## config.mk

```make
export PLATFORM = sky130hd
export DESIGN_NAME = riscv_mem_arbiter
export DESIGN_NICKNAME = d
export VERILOG_FILES = /design/src/rtl/riscv_pkg.sv /design/src/rtl/rr_starve_cnt.sv /design/src/rtl/riscv_mem_arbiter.sv
export SDC_FILE = /design/constraint.sdc
export NUM_CORES = 1
export LEC_CHECK = 0
export CORE_AREA = 2 2 106 108
export DETAILED_ROUTE_END_ITERATION = 10
export DIE_AREA = 0 0 108 110
export SYNTH_ARGS = -nofsm -noshare
export SYNTH_HDL_FRONTEND = slang
export SYNTH_SLANG_ARGS = --single-unit
```

## constraint.sdc

```tcl
create_clock -name clk -period 3.8 [get_ports clk]
set_input_delay 0.76 -clock clk [delete_from_list [all_inputs] [get_ports clk]]
set_output_delay 0.76 -clock clk [all_outputs]
set_load 0.1 [all_outputs]
```

## src/rtl/riscv_pkg.sv

```systemverilog
`default_nettype none
// +----------------------------------------------------------------------+
// | riscv_pkg : shared encodings for the shared-memory arbiter slice.   |
// | Rev 1.0                                                              |
// +----------------------------------------------------------------------+
package riscv_pkg;

  localparam logic ST_IDLE = 1'b0;
  localparam logic ST_WAIT = 1'b1;

  localparam logic OWN_I = 1'b0;
  localparam logic OWN_D = 1'b1;

  // Widths sized for the legal maxima of MEM_LAT (7) and STARVE_MAX (15).
  localparam int LAT_W    = 3;
  localparam int STARVE_W = 4;

  typedef enum logic {
    IDLE = ST_IDLE,
    WAIT = ST_WAIT
  } arb_state_t;

  typedef enum logic {
    OWNER_I = OWN_I,
    OWNER_D = OWN_D
  } owner_t;

endpackage
`default_nettype wire

```

## src/rtl/rr_starve_cnt.sv

```systemverilog
`default_nettype none
// +----------------------------------------------------------------------+
// | rr_starve_cnt : saturating count of D grants while I waits; forces I.|
// | Rev 1.0                                                              |
// +----------------------------------------------------------------------+
module rr_starve_cnt
  import riscv_pkg::*;
#(
  parameter int STARVE_MAX = 3
) (
  input  logic clk,
  input  logic reset,
  input  logic i_req,
  input  logic d_grant,
  input  logic i_grant,
  output logic force_i
);

  logic [STARVE_W-1:0] r_count;

  always_ff @(posedge clk) begin
    if (reset) begin
      r_count <= '0;
    end else if (i_grant || !i_req) begin
      r_count <= '0;
    end else if (d_grant && (r_count != STARVE_W'(STARVE_MAX))) begin
      r_count <= r_count + STARVE_W'(1);
    end
  end

  assign force_i = i_req && (r_count == STARVE_W'(STARVE_MAX));

endmodule
`default_nettype wire

```

## src/rtl/riscv_mem_arbiter.sv

```systemverilog
`default_nettype none
// +----------------------------------------------------------------------+
// | riscv_mem_arbiter : fixed-priority (D over I) single-port mem share. |
// | Rev 1.0                                                              |
// +----------------------------------------------------------------------+
module riscv_mem_arbiter
  import riscv_pkg::*;
#(
  parameter int ADDR_W     = 32,
  parameter int DATA_W     = 32,
  parameter int MEM_LAT    = 1,
  parameter int STARVE_MAX = 3
) (
  input  logic                clk,
  input  logic                reset,
  input  logic                i_req,
  input  logic [ADDR_W-1:0]   i_addr,
  output logic                i_gnt,
  output logic                i_rvalid,
  output logic [DATA_W-1:0]   i_rdata,
  input  logic                d_req,
  input  logic                d_we,
  input  logic [DATA_W/8-1:0] d_wstrb,
  input  logic [ADDR_W-1:0]   d_addr,
  input  logic [DATA_W-1:0]   d_wdata,
  output logic                d_gnt,
  output logic                d_rvalid,
  output logic [DATA_W-1:0]   d_rdata,
  output logic                mem_en,
  output logic                mem_we,
  output logic [DATA_W/8-1:0] mem_wstrb,
  output logic [ADDR_W-1:0]   mem_addr,
  output logic [DATA_W-1:0]   mem_wdata,
  input  logic [DATA_W-1:0]   mem_rdata,
  output logic                busy
);

  localparam int STRB_W = DATA_W / 8;

  arb_state_t       r_state;
  owner_t           r_owner;
  logic [LAT_W-1:0] r_lat_cnt;

  logic w_resp;
  logic w_can_issue;
  logic w_force;
  logic w_grant_d;
  logic w_grant_i;

  // The response cycle doubles as an issue slot so back-to-back traffic overlaps.
  assign w_resp      = (r_state == WAIT) && (r_lat_cnt == LAT_W'(1));
  assign w_can_issue = !reset && ((r_state == IDLE) || w_resp);
  assign w_grant_d   = w_can_issue && d_req && !w_force;
  assign w_grant_i   = w_can_issue && i_req && !w_grant_d;

  rr_starve_cnt #(
    .STARVE_MAX(STARVE_MAX)
  ) u_starve (
    .clk    (clk),
    .reset  (reset),
    .i_req  (i_req),
    .d_grant(w_grant_d),
    .i_grant(w_grant_i),
    .force_i(w_force)
  );

  always_ff @(posedge clk) begin
    if (reset) begin
      r_state   <= IDLE;
      r_owner   <= OWNER_I;
      r_lat_cnt <= '0;
    end else if (w_grant_d || w_grant_i) begin
      r_state   <= WAIT;
      r_owner   <= w_grant_d ? OWNER_D : OWNER_I;
      r_lat_cnt <= LAT_W'(MEM_LAT);
    end else if (r_state == WAIT) begin
      if (w_resp) begin
        r_state <= IDLE;
      end
      r_lat_cnt <= r_lat_cnt - LAT_W'(1);
    end
  end

  assign i_gnt = w_grant_i;
  assign d_gnt = w_grant_d;

  assign mem_en    = w_grant_d || w_grant_i;
  assign mem_we    = w_grant_d && d_we;
  assign mem_wstrb = w_grant_d ? d_wstrb : {STRB_W{1'b0}};
  assign mem_wdata = w_grant_d ? d_wdata : {DATA_W{1'b0}};
  assign mem_addr  = w_grant_d ? d_addr :
                     w_grant_i ? i_addr : {ADDR_W{1'b0}};

  // Reset gating keeps a mid-WAIT abort from leaking a response pulse.
  assign i_rvalid = !reset && w_resp && (r_owner == OWNER_I);
  assign d_rvalid = !reset && w_resp && (r_owner == OWNER_D);
  assign i_rdata  = mem_rdata;
  assign d_rdata  = mem_rdata;
  assign busy     = !reset && (r_state == WAIT);

endmodule
`default_nettype wire

```

==> results of run 1 <==
registers in the layout, indices dropped and copies added, names as in the netlist:
signal,count
u_starve.r_count,4
r_lat_cnt,3
r_owner,1
r_state,1
metrics by stage:
stage	power [mW]	setup WS, ns
6_report	0.920	0.357
5_1_grt	0.945	0.274
4_1_cts	0.924	0.335
3_5_place_dp	0.808	0.354
3_3_place_gp	0.804	0.417
2_1_floorplan	0.820	-0.0726
logic make-up (layout without fill, tap and decap cells):
kind of cell               Yosys count  in the layout  share of synthesized area [%]
AOI/OAI and AO/OA                   44             44                           22.7
DFF                                  9              9                           10.9
adders and majority gates            3              3                           2.27
muxes                                1              1                          0.604
buffers and inverters               86            190                           38.6
xor gates and xnor gates             4              4                           2.12
and+or+nand+nor                     59             59                           22.9
layout make-up:
cell class / count / area, um2
clock buffer: 4 / 45.0
fill: 1067 / 6920
inverter: 4 / 15.0
multi-input combinational: 111 / 850
sequential: 9 / 180
tap: 140 / 175
timing repair buffer: 182 / 2510
synth_stat cells:
master | n | area [um2]
sky130_fd_sc_hd__nor2b_1 | 1 | 6.26
sky130_fd_sc_hd__o21ba_1 | 1 | 10.0
sky130_fd_sc_hd__a2111oi_0 | 1 | 8.76
sky130_fd_sc_hd__nand2b_1 | 1 | 6.26
sky130_fd_sc_hd__and2_4 | 1 | 8.76
sky130_fd_sc_hd__nand2b_4 | 2 | 27.5
sky130_fd_sc_hd__and3_1 | 38 | 238
sky130_fd_sc_hd__nand2_1 | 2 | 7.51
sky130_fd_sc_hd__a211oi_1 | 2 | 15.0
sky130_fd_sc_hd__nand2_2 | 1 | 6.26
sky130_fd_sc_hd__mux2i_1 | 1 | 10.0
sky130_fd_sc_hd__nor3b_4 | 1 | 18.8
sky130_fd_sc_hd__buf_6 | 4 | 45.0
sky130_fd_sc_hd__buf_2 | 4 | 20.0
sky130_fd_sc_hd__buf_4 | 66 | 495
sky130_fd_sc_hd__inv_1 | 4 | 15.0
sky130_fd_sc_hd__dfxtp_1 | 9 | 180
sky130_fd_sc_hd__nor2_1 | 7 | 26.3
sky130_fd_sc_hd__a211oi_2 | 1 | 12.5
sky130_fd_sc_hd__and4b_1 | 1 | 10.0
sky130_fd_sc_hd__nand4_1 | 1 | 6.26
sky130_fd_sc_hd__buf_8 | 3 | 45.0
sky130_fd_sc_hd__nor3_1 | 1 | 5.00
sky130_fd_sc_hd__xor2_1 | 2 | 17.5
sky130_fd_sc_hd__a31o_2 | 1 | 8.76
sky130_fd_sc_hd__a22o_1 | 32 | 280
sky130_fd_sc_hd__a21boi_0 | 1 | 7.51
sky130_fd_sc_hd__xnor2_1 | 2 | 17.5
sky130_fd_sc_hd__ha_1 | 3 | 37.5
sky130_fd_sc_hd__a21oi_1 | 3 | 15.0
sky130_fd_sc_hd__nand3_1 | 1 | 5.00
sky130_fd_sc_hd__a211o_1 | 1 | 8.76
sky130_fd_sc_hd__nor3b_1 | 1 | 7.51
sky130_fd_sc_hd__clkbuf_1 | 5 | 18.8
sky130_fd_sc_hd__a21oi_2 | 1 | 8.76
path summary, 6_finish.rpt:
kind	from	end	slack, ns	cells past startpoint
setup / recovery	reset	mem_addr[1]	0.36	6
hold / removal	u_starve.r_count[3]	u_starve.r_count[2]	0.56	2
setup reg to reg	r_lat_cnt[1]	u_starve.r_count[2]	2.18	7
hold reg to reg	u_starve.r_count[3]	u_starve.r_count[2]	0.56	2
routing by layer:
layer | wire (um) | vias up
met3 | 1320 | 23
li1 | - | 878
met1 | 2820 | 874
met4 | 223 | 0
met2 | 3570 | 178
met5 | 0 | -
worst min-delay path, stage by stage, from the launching register on:
cell	delay (ns)
sky130_fd_sc_hd__dfxtp_1	0.34
sky130_fd_sc_hd__nand4_1	0.10
sky130_fd_sc_hd__a21oi_1	0.06
power breakdown:
part	switching (mW)	internal [mW]	leakage, nW
Clock	0.0424	0.0735	0.0228
Sequential	0.00703	0.100	0.0737
Combinational	0.413	0.284	1.50
Total	0.462	0.457	1.60
==> flow_summary.ini, run 1 <==
[floorplanning]
die-area_mm2 = 0.0119
initial_core_util_pct = 15.5
floorplan.rows = 38
io-pin-count = 276
dieHeight_um = 110
die_w_um = 108
core-area_mm2 = 0.0107

[pwr]
maximum_vdd_ir_drop_v = 0.000106
power.density_cell_area_mw_per_mm2 = 243
total_leakage_power_nw = 1.60

[final_layout]
diodes = 0
fin_nets = 451
drive_gt1_share_pct = 29.7
finish.instance_area_mm2 = 0.00378
final-instance-count-excl-fill = 450
area_delta_synth_final_pct = 128
final_util_pct = 35.3
most_common_cell_after_layout_fill_and_taps_aside = sky130_fd_sc_hd__clkdlybuf4s50_1
layout.cells.most_common_list = sky130_fd_sc_hd__clkdlybuf4s50_1, sky130_fd_sc_hd__buf_12, sky130_fd_sc_hd__and3_1

[synth]
synth-seq-cells = 9
yosys_warnings = 0
synth_cell_type_count = 35
synthCells = 206
syn_nets = 346
synthesis.area_mm2 = 0.00166
synth_area_per_cell_um2 = 8.04
synth-seq-area-share_pct = 10.9

[setup_path]
critPathCaptureType = output pin
crit_slowest_cell = sky130_fd_sc_hd__clkdlybuf4s50_1
worstPathBufferInverterCount = 2
worst-endpoint-required_ns = 3.04
critPathMaxFanout = 34
crit_arrival_ns = 2.68
critical-path-max-stage-delay_ns = 0.59
cp_cell_sequence = clkdlybuf4s50_1, nand2b_4, a21oi_2, and2_4, a22o_1, buf_12
critPathTopFamily = buffers and inverters
critPathLaunchType = primary input
criticalPathCategory = primary input to output pin

[global_routing]
grt_antenna_before_repair = 0
met1_resource_use_gr_pct = 13.1
track_usage_pct = 12.3
overflow = 0
grt_pass1_wl_um = 11400
maximum_number_of_pins_on_one_net_before_global_route_repair = 39
globalRoute.busiestLayer = met2
use_met3_pct = 6.53
grt_pass1_vias = 1997
met2_demand_to_capacity_share_in_global_routing_pct = 20.4

[clock_tree]
clock_path_buffers = 2
insertion_delay_ns = 0.24
clkTransAtPathRegs_ns = 0.05
post_cts_resized = 0
cts.root.buffer_cell = sky130_fd_sc_hd__clkbuf_8
postCtsSetupBuffers = 0
cts_made_buffers = 3
holdBufCountCts = 0
cts_tree = yes
clock_sinks = 9
cts.htree.levels = 1

[placement]
gp_congestion = 0.779
detailed_place.area_mm2 = 0.00373
dpl.hpwl_um = 6560
place_inst = 446
buffer_ports.inserted = 179

[route]
wirelength_um = 7930
post-route-drc-count = 0
post_drt_wl_per_cell_um = 17.6
ant_nets = 0
detail_route.first_pass.iterations = 4
vias = 1953
vias_per_cell = 4.34
detailedRoute.firstIterationViolations = 124

[sta]
layout_worst_path_cycle_share_pct = 90.6
report.final.setup_viol = 0
min_period_ns = 3.44
fin_skew_ns = 0.00139
setup_tns_ns = 0
hold-worst-slack_ns = 0.562
max_freq_mhz = 290
max-slew-margin-rel_pct = 70.5
maxSlewViolCount = 0
worst_slew_pin_slew_ns = 0.441
report.final.hold_viol_count = 0
grt_setup_unrepaired = no

[worst_hold_path]
min-delay-path-class = flop to flop

[outcome]
run_status = complete, no violations

[flow_run]
drv.max_cap_violation_count = 0
Power figures use the tool's default switching activity.
==> run 2: changes to the inputs <==
--- a/config.mk
+++ b/config.mk
@@ -8,6 +8,7 @@
 export CORE_AREA = 2 2 106 108
 export DETAILED_ROUTE_END_ITERATION = 10
 export DIE_AREA = 0 0 108 110
+export RECOVER_POWER = 50
 export SYNTH_ARGS = -nofsm -noshare
 export SYNTH_HDL_FRONTEND = slang
 export SYNTH_SLANG_ARGS = --single-unit
==> run 2 against run 1 <==
Effect of this change: flip-flop and latch count is the same; cell count is the same; power shrank 0.41%; final area shrank 0.56%; global-route usage is the same; wire length is essentially flat; non-clock buffer count is the same; first-iteration DRC count grew 23%; critical path type unchanged; critical path depth is the same.
==> flow_summary.ini, run 2 (synthesis results as in run 1) <==
[sta]
min_period_ns = 3.54
max_freq_mhz = 282
setup_tns_ns = 0
hold-worst-slack_ns = 0.566
fin_skew_ns = 0.00122
layout_worst_path_cycle_share_pct = 93.2
worst_slew_pin_slew_ns = 1.16
grt_setup_unrepaired = no
report.final.hold_viol_count = 0
report.final.setup_viol = 0
max-slew-margin-rel_pct = 22.7
maxSlewViolCount = 0

[global_routing]
grt_antenna_before_repair = 1
track_usage_pct = 12.3
overflow = 0
grt_pass1_vias = 1997
grt_pass1_wl_um = 11400
maximum_number_of_pins_on_one_net_before_global_route_repair = 39

[floorplanning]
initial_core_util_pct = 15.5
die-area_mm2 = 0.0119
core-area_mm2 = 0.0107
io-pin-count = 276
floorplan.rows = 38
die_w_um = 108
dieHeight_um = 110

[route]
post-route-drc-count = 0
detail_route.first_pass.iterations = 4
vias = 1949
ant_nets = 0
detailedRoute.firstIterationViolations = 152
wirelength_um = 7940
post_drt_wl_per_cell_um = 17.6
vias_per_cell = 4.33

[clock_tree]
post_cts_resized = 0
clock_sinks = 9
holdBufCountCts = 0
cts.root.buffer_cell = sky130_fd_sc_hd__clkbuf_8
insertion_delay_ns = 0.24
cts_made_buffers = 3
postCtsSetupBuffers = 0
clock_path_buffers = 2
cts.htree.levels = 1
cts_tree = yes
clkTransAtPathRegs_ns = 0.05

[final_layout]
largest_reg_flops = 4
num-fill-cells = 1073
largest_register = u_starve.r_count
most_common_cell_after_layout_fill_and_taps_aside = sky130_fd_sc_hd__clkdlybuf4s50_1
drive_gt1_share_pct = 28.4
final-instance-count-excl-fill = 450
final_util_pct = 35.1
layout.cells.most_common_list = sky130_fd_sc_hd__clkdlybuf4s50_1, sky130_fd_sc_hd__buf_12, sky130_fd_sc_hd__and3_1
area_delta_synth_final_pct = 127
diodes = 0
multiInputGateArea_um2 = 832
regArea_um2 = 180
fin_nets = 451
reg.largest.list = u_starve.r_count: 4 flops, r_lat_cnt: 3 flops

[setup_path]
criticalPathCategory = primary input to output pin
critPathMaxFanout = 34
worst-endpoint-required_ns = 3.04
crit_arrival_ns = 2.78
critPathCaptureType = output pin
critPathLaunchType = primary input

[pwr]
total_leakage_power_nw = 1.59
maximum_vdd_ir_drop_v = 0.000101
power.density_cell_area_mw_per_mm2 = 244

[outcome]
run_status = complete, no violations

[worst_hold_path]
min-delay-path-class = flop to flop

[placement]
buffer_ports.inserted = 179
gp_congestion = 0.779
place_inst = 446
dpl.hpwl_um = 6560

[flow_run]
drv.max_cap_violation_count = 0
[run 2: area by class of cell]
cell class	count	share of cell area [%]
timing repair buffer	182	66.8
multi-input combinational	111	22.1
sequential	9	4.79
tap	140	4.66
clock buffer	4	1.20
inverter	4	0.399
[run 2: worst paths after layout]
check | start | to | slack [ns] | cells past startpoint
max | reset | mem_addr[1] | 0.26 | 6
min | u_starve.r_count[3] | u_starve.r_count[2] | 0.57 | 2
max reg2reg | r_lat_cnt[1] | u_starve.r_count[1] | 2.13 | 6
min reg2reg | u_starve.r_count[3] | u_starve.r_count[2] | 0.57 | 2
[run 2: power by group]
group          total, mW  leakage, nW  internal, mW  switching, mW
logic              0.693         1.49         0.281          0.412
registers          0.107       0.0737         0.100        0.00678
clock network      0.116       0.0228        0.0735         0.0422
[run 2: per-layer routing]
metal / up-vias / global-route usage (%) / part of all wire [%]
met5: - / 0 / 0.14
met4: 2 / 4.85 / 2.8
met3: 25 / 6.53 / 16
met2: 178 / 20.4 / 45
met1: 866 / 13.1 / 36
li1: 878 / - / -
[run 2: critical path, cell delays in order]
cell and delay (ns):
sky130_fd_sc_hd__dlygate4sd3_1 0.67, sky130_fd_sc_hd__nand2b_1 0.25, sky130_fd_sc_hd__a21oi_2 0.17, sky130_fd_sc_hd__and2_4 0.41
sky130_fd_sc_hd__a22o_1 0.29, sky130_fd_sc_hd__buf_12 0.19
[run 2: through the flow]
step	setup WS (ns)	power, mW	cell area [um2]
2_1_floorplan	-0.0726	0.820	1670
3_3_place_gp	0.417	0.804	3730
3_5_place_dp	0.354	0.808	3730
4_1_cts	0.335	0.924	3780
5_1_grt	0.157	0.942	3760
6_report	0.259	0.916	3760
==> run 3: changes to the inputs <==
==> constraint.sdc (replaced) <==
create_clock -name clk -period 4.5 [get_ports clk]
set_input_delay 0.9 -clock clk [delete_from_list [all_inputs] [get_ports clk]]
set_output_delay 0.9 -clock clk [all_outputs]
set_load 0.1 [all_outputs]
==> run 3 against run 2 <==
Effect of this change: combinational power down 16%; register-to-register slack improved by 0.83 ns; sequential power shrank 16%.
==> flow_summary.ini, run 3 (synthesis results as in run 1) <==
[outcome]
run_status = complete, no violations

[sta]
fin_skew_ns = 0.00555
grt_setup_unrepaired = no
maxSlewViolCount = 0
worst_slew_pin_slew_ns = 1.16
layout_worst_path_cycle_share_pct = 83.8
min_period_ns = 3.77
max_freq_mhz = 265
max-slew-margin-rel_pct = 23.3
report.final.setup_viol = 0
hold-worst-slack_ns = 0.509
setup_tns_ns = 0
report.final.hold_viol_count = 0

[pwr]
total_leakage_power_nw = 1.59
maximum_vdd_ir_drop_v = 0.0000865
power.density_cell_area_mw_per_mm2 = 204

[global_routing]
globalRoute.busiestLayer = met2
grt_antenna_before_repair = 1
met2_demand_to_capacity_share_in_global_routing_pct = 21.4
grt_pass1_wl_um = 10800
track_usage_pct = 11.4
overflow = 0
maximum_number_of_pins_on_one_net_before_global_route_repair = 39
grt_pass1_vias = 2042
use_met3_pct = 4.29
met1_resource_use_gr_pct = 12.0

[setup_path]
criticalPathCategory = primary input to output pin
crit_arrival_ns = 2.87
critPathMaxFanout = 34
worst-endpoint-required_ns = 3.60
critPathCaptureType = output pin
critPathLaunchType = primary input

[worst_hold_path]
min-delay-path-class = flop to flop

[floorplanning]
die-area_mm2 = 0.0119
io-pin-count = 276
floorplan.rows = 38
dieHeight_um = 110
die_w_um = 108
initial_core_util_pct = 15.5
core-area_mm2 = 0.0107

[route]
detailedRoute.firstIterationViolations = 100
vias = 1925
detail_route.first_pass.iterations = 4
ant_nets = 0
wirelength_um = 7410
post_drt_wl_per_cell_um = 16.5
post-route-drc-count = 0
vias_per_cell = 4.28

[placement]
gp_congestion = 0.754
buffer_ports.inserted = 179
dpl.hpwl_um = 6220

[final_layout]
area_delta_synth_final_pct = 127
final_util_pct = 35.1
largest_register = u_starve.r_count
drive_gt1_share_pct = 28.4
diodes = 0
reg.largest.list = u_starve.r_count: 4 flops, r_lat_cnt: 3 flops
largest_reg_flops = 4
most_common_cell_after_layout_fill_and_taps_aside = sky130_fd_sc_hd__clkdlybuf4s50_1
layout.cells.most_common_list = sky130_fd_sc_hd__clkdlybuf4s50_1, sky130_fd_sc_hd__buf_12, sky130_fd_sc_hd__and3_1
fin_nets = 451
num-fill-cells = 1060

[clock_tree]
clkTransAtPathRegs_ns = 0.05
cts.root.buffer_cell = sky130_fd_sc_hd__clkbuf_8
clock_path_buffers = 2
cts.htree.levels = 1
postCtsSetupBuffers = 0
post_cts_resized = 0
holdBufCountCts = 0
cts_tree = yes
cts_made_buffers = 3
insertion_delay_ns = 0.23
clock_sinks = 9

[flow_run]
drv.max_cap_violation_count = 0
## run 3: cell counts in the layout (fill, tap and decap cells not counted)
No cell type changed its count.
## run 3: worst max-delay path, cell delays in order
cell,delay (ns)
sky130_fd_sc_hd__dlygate4sd3_1,0.67
sky130_fd_sc_hd__nand2b_1,0.25
sky130_fd_sc_hd__a21oi_2,0.14
sky130_fd_sc_hd__and2_4,0.40
sky130_fd_sc_hd__a22o_1,0.30
sky130_fd_sc_hd__buf_12,0.20
## run 3: stage by stage
| stage | area (um2) | power [mW] | std cells | setup WS, ns |
|---|---|---|---|---|
| floorplan | 1660 | 0.691 | 206 | 0.184 |
| detailed placement | 3730 | 0.680 | 446 | 0.851 |
| global placement | 3730 | 0.678 | 446 | 0.833 |
| finish | 3760 | 0.766 | 450 | 0.727 |
| CTS | 3770 | 0.775 | 450 | 0.828 |
| global route | 3760 | 0.794 | 450 | 0.600 |
## run 3: layer usage
metal / routed length (um) / part of all wire, %
met3: 1100 / 15
met4: 162 / 2.2
met1: 2480 / 34
met2: 3650 / 49
met5: 13 / 0.18
## run 3: final timing paths
| kind | from | to | slack, ns | cells after the start |
|---|---|---|---|---|
| max | reset | mem_addr[26] | 0.73 | 6 |
| min | r_lat_cnt[1] | r_lat_cnt[1] | 0.51 | 2 |
| max reg2reg | u_starve.r_count[0] | r_owner | 2.96 | 5 |
| min reg2reg | r_lat_cnt[1] | r_lat_cnt[1] | 0.51 | 2 |
## run 3: cell type report
class / instances / area [um2] / area share (%)
Clock buffer: 4 / 45.0 / 1.20
Timing Repair Buffer: 182 / 2510 / 66.8
Sequential cell: 9 / 180 / 4.79
Multi-Input combinational cell: 111 / 832 / 22.1
Tap cell: 140 / 175 / 4.66
Inverter: 4 / 15.0 / 0.399
## run 3: report_power, final
group	switching (mW)	leakage (nW)	internal, mW
combinational	0.346	1.49	0.238
clock	0.0309	0.0228	0.0617
sequential	0.00529	0.0737	0.0847
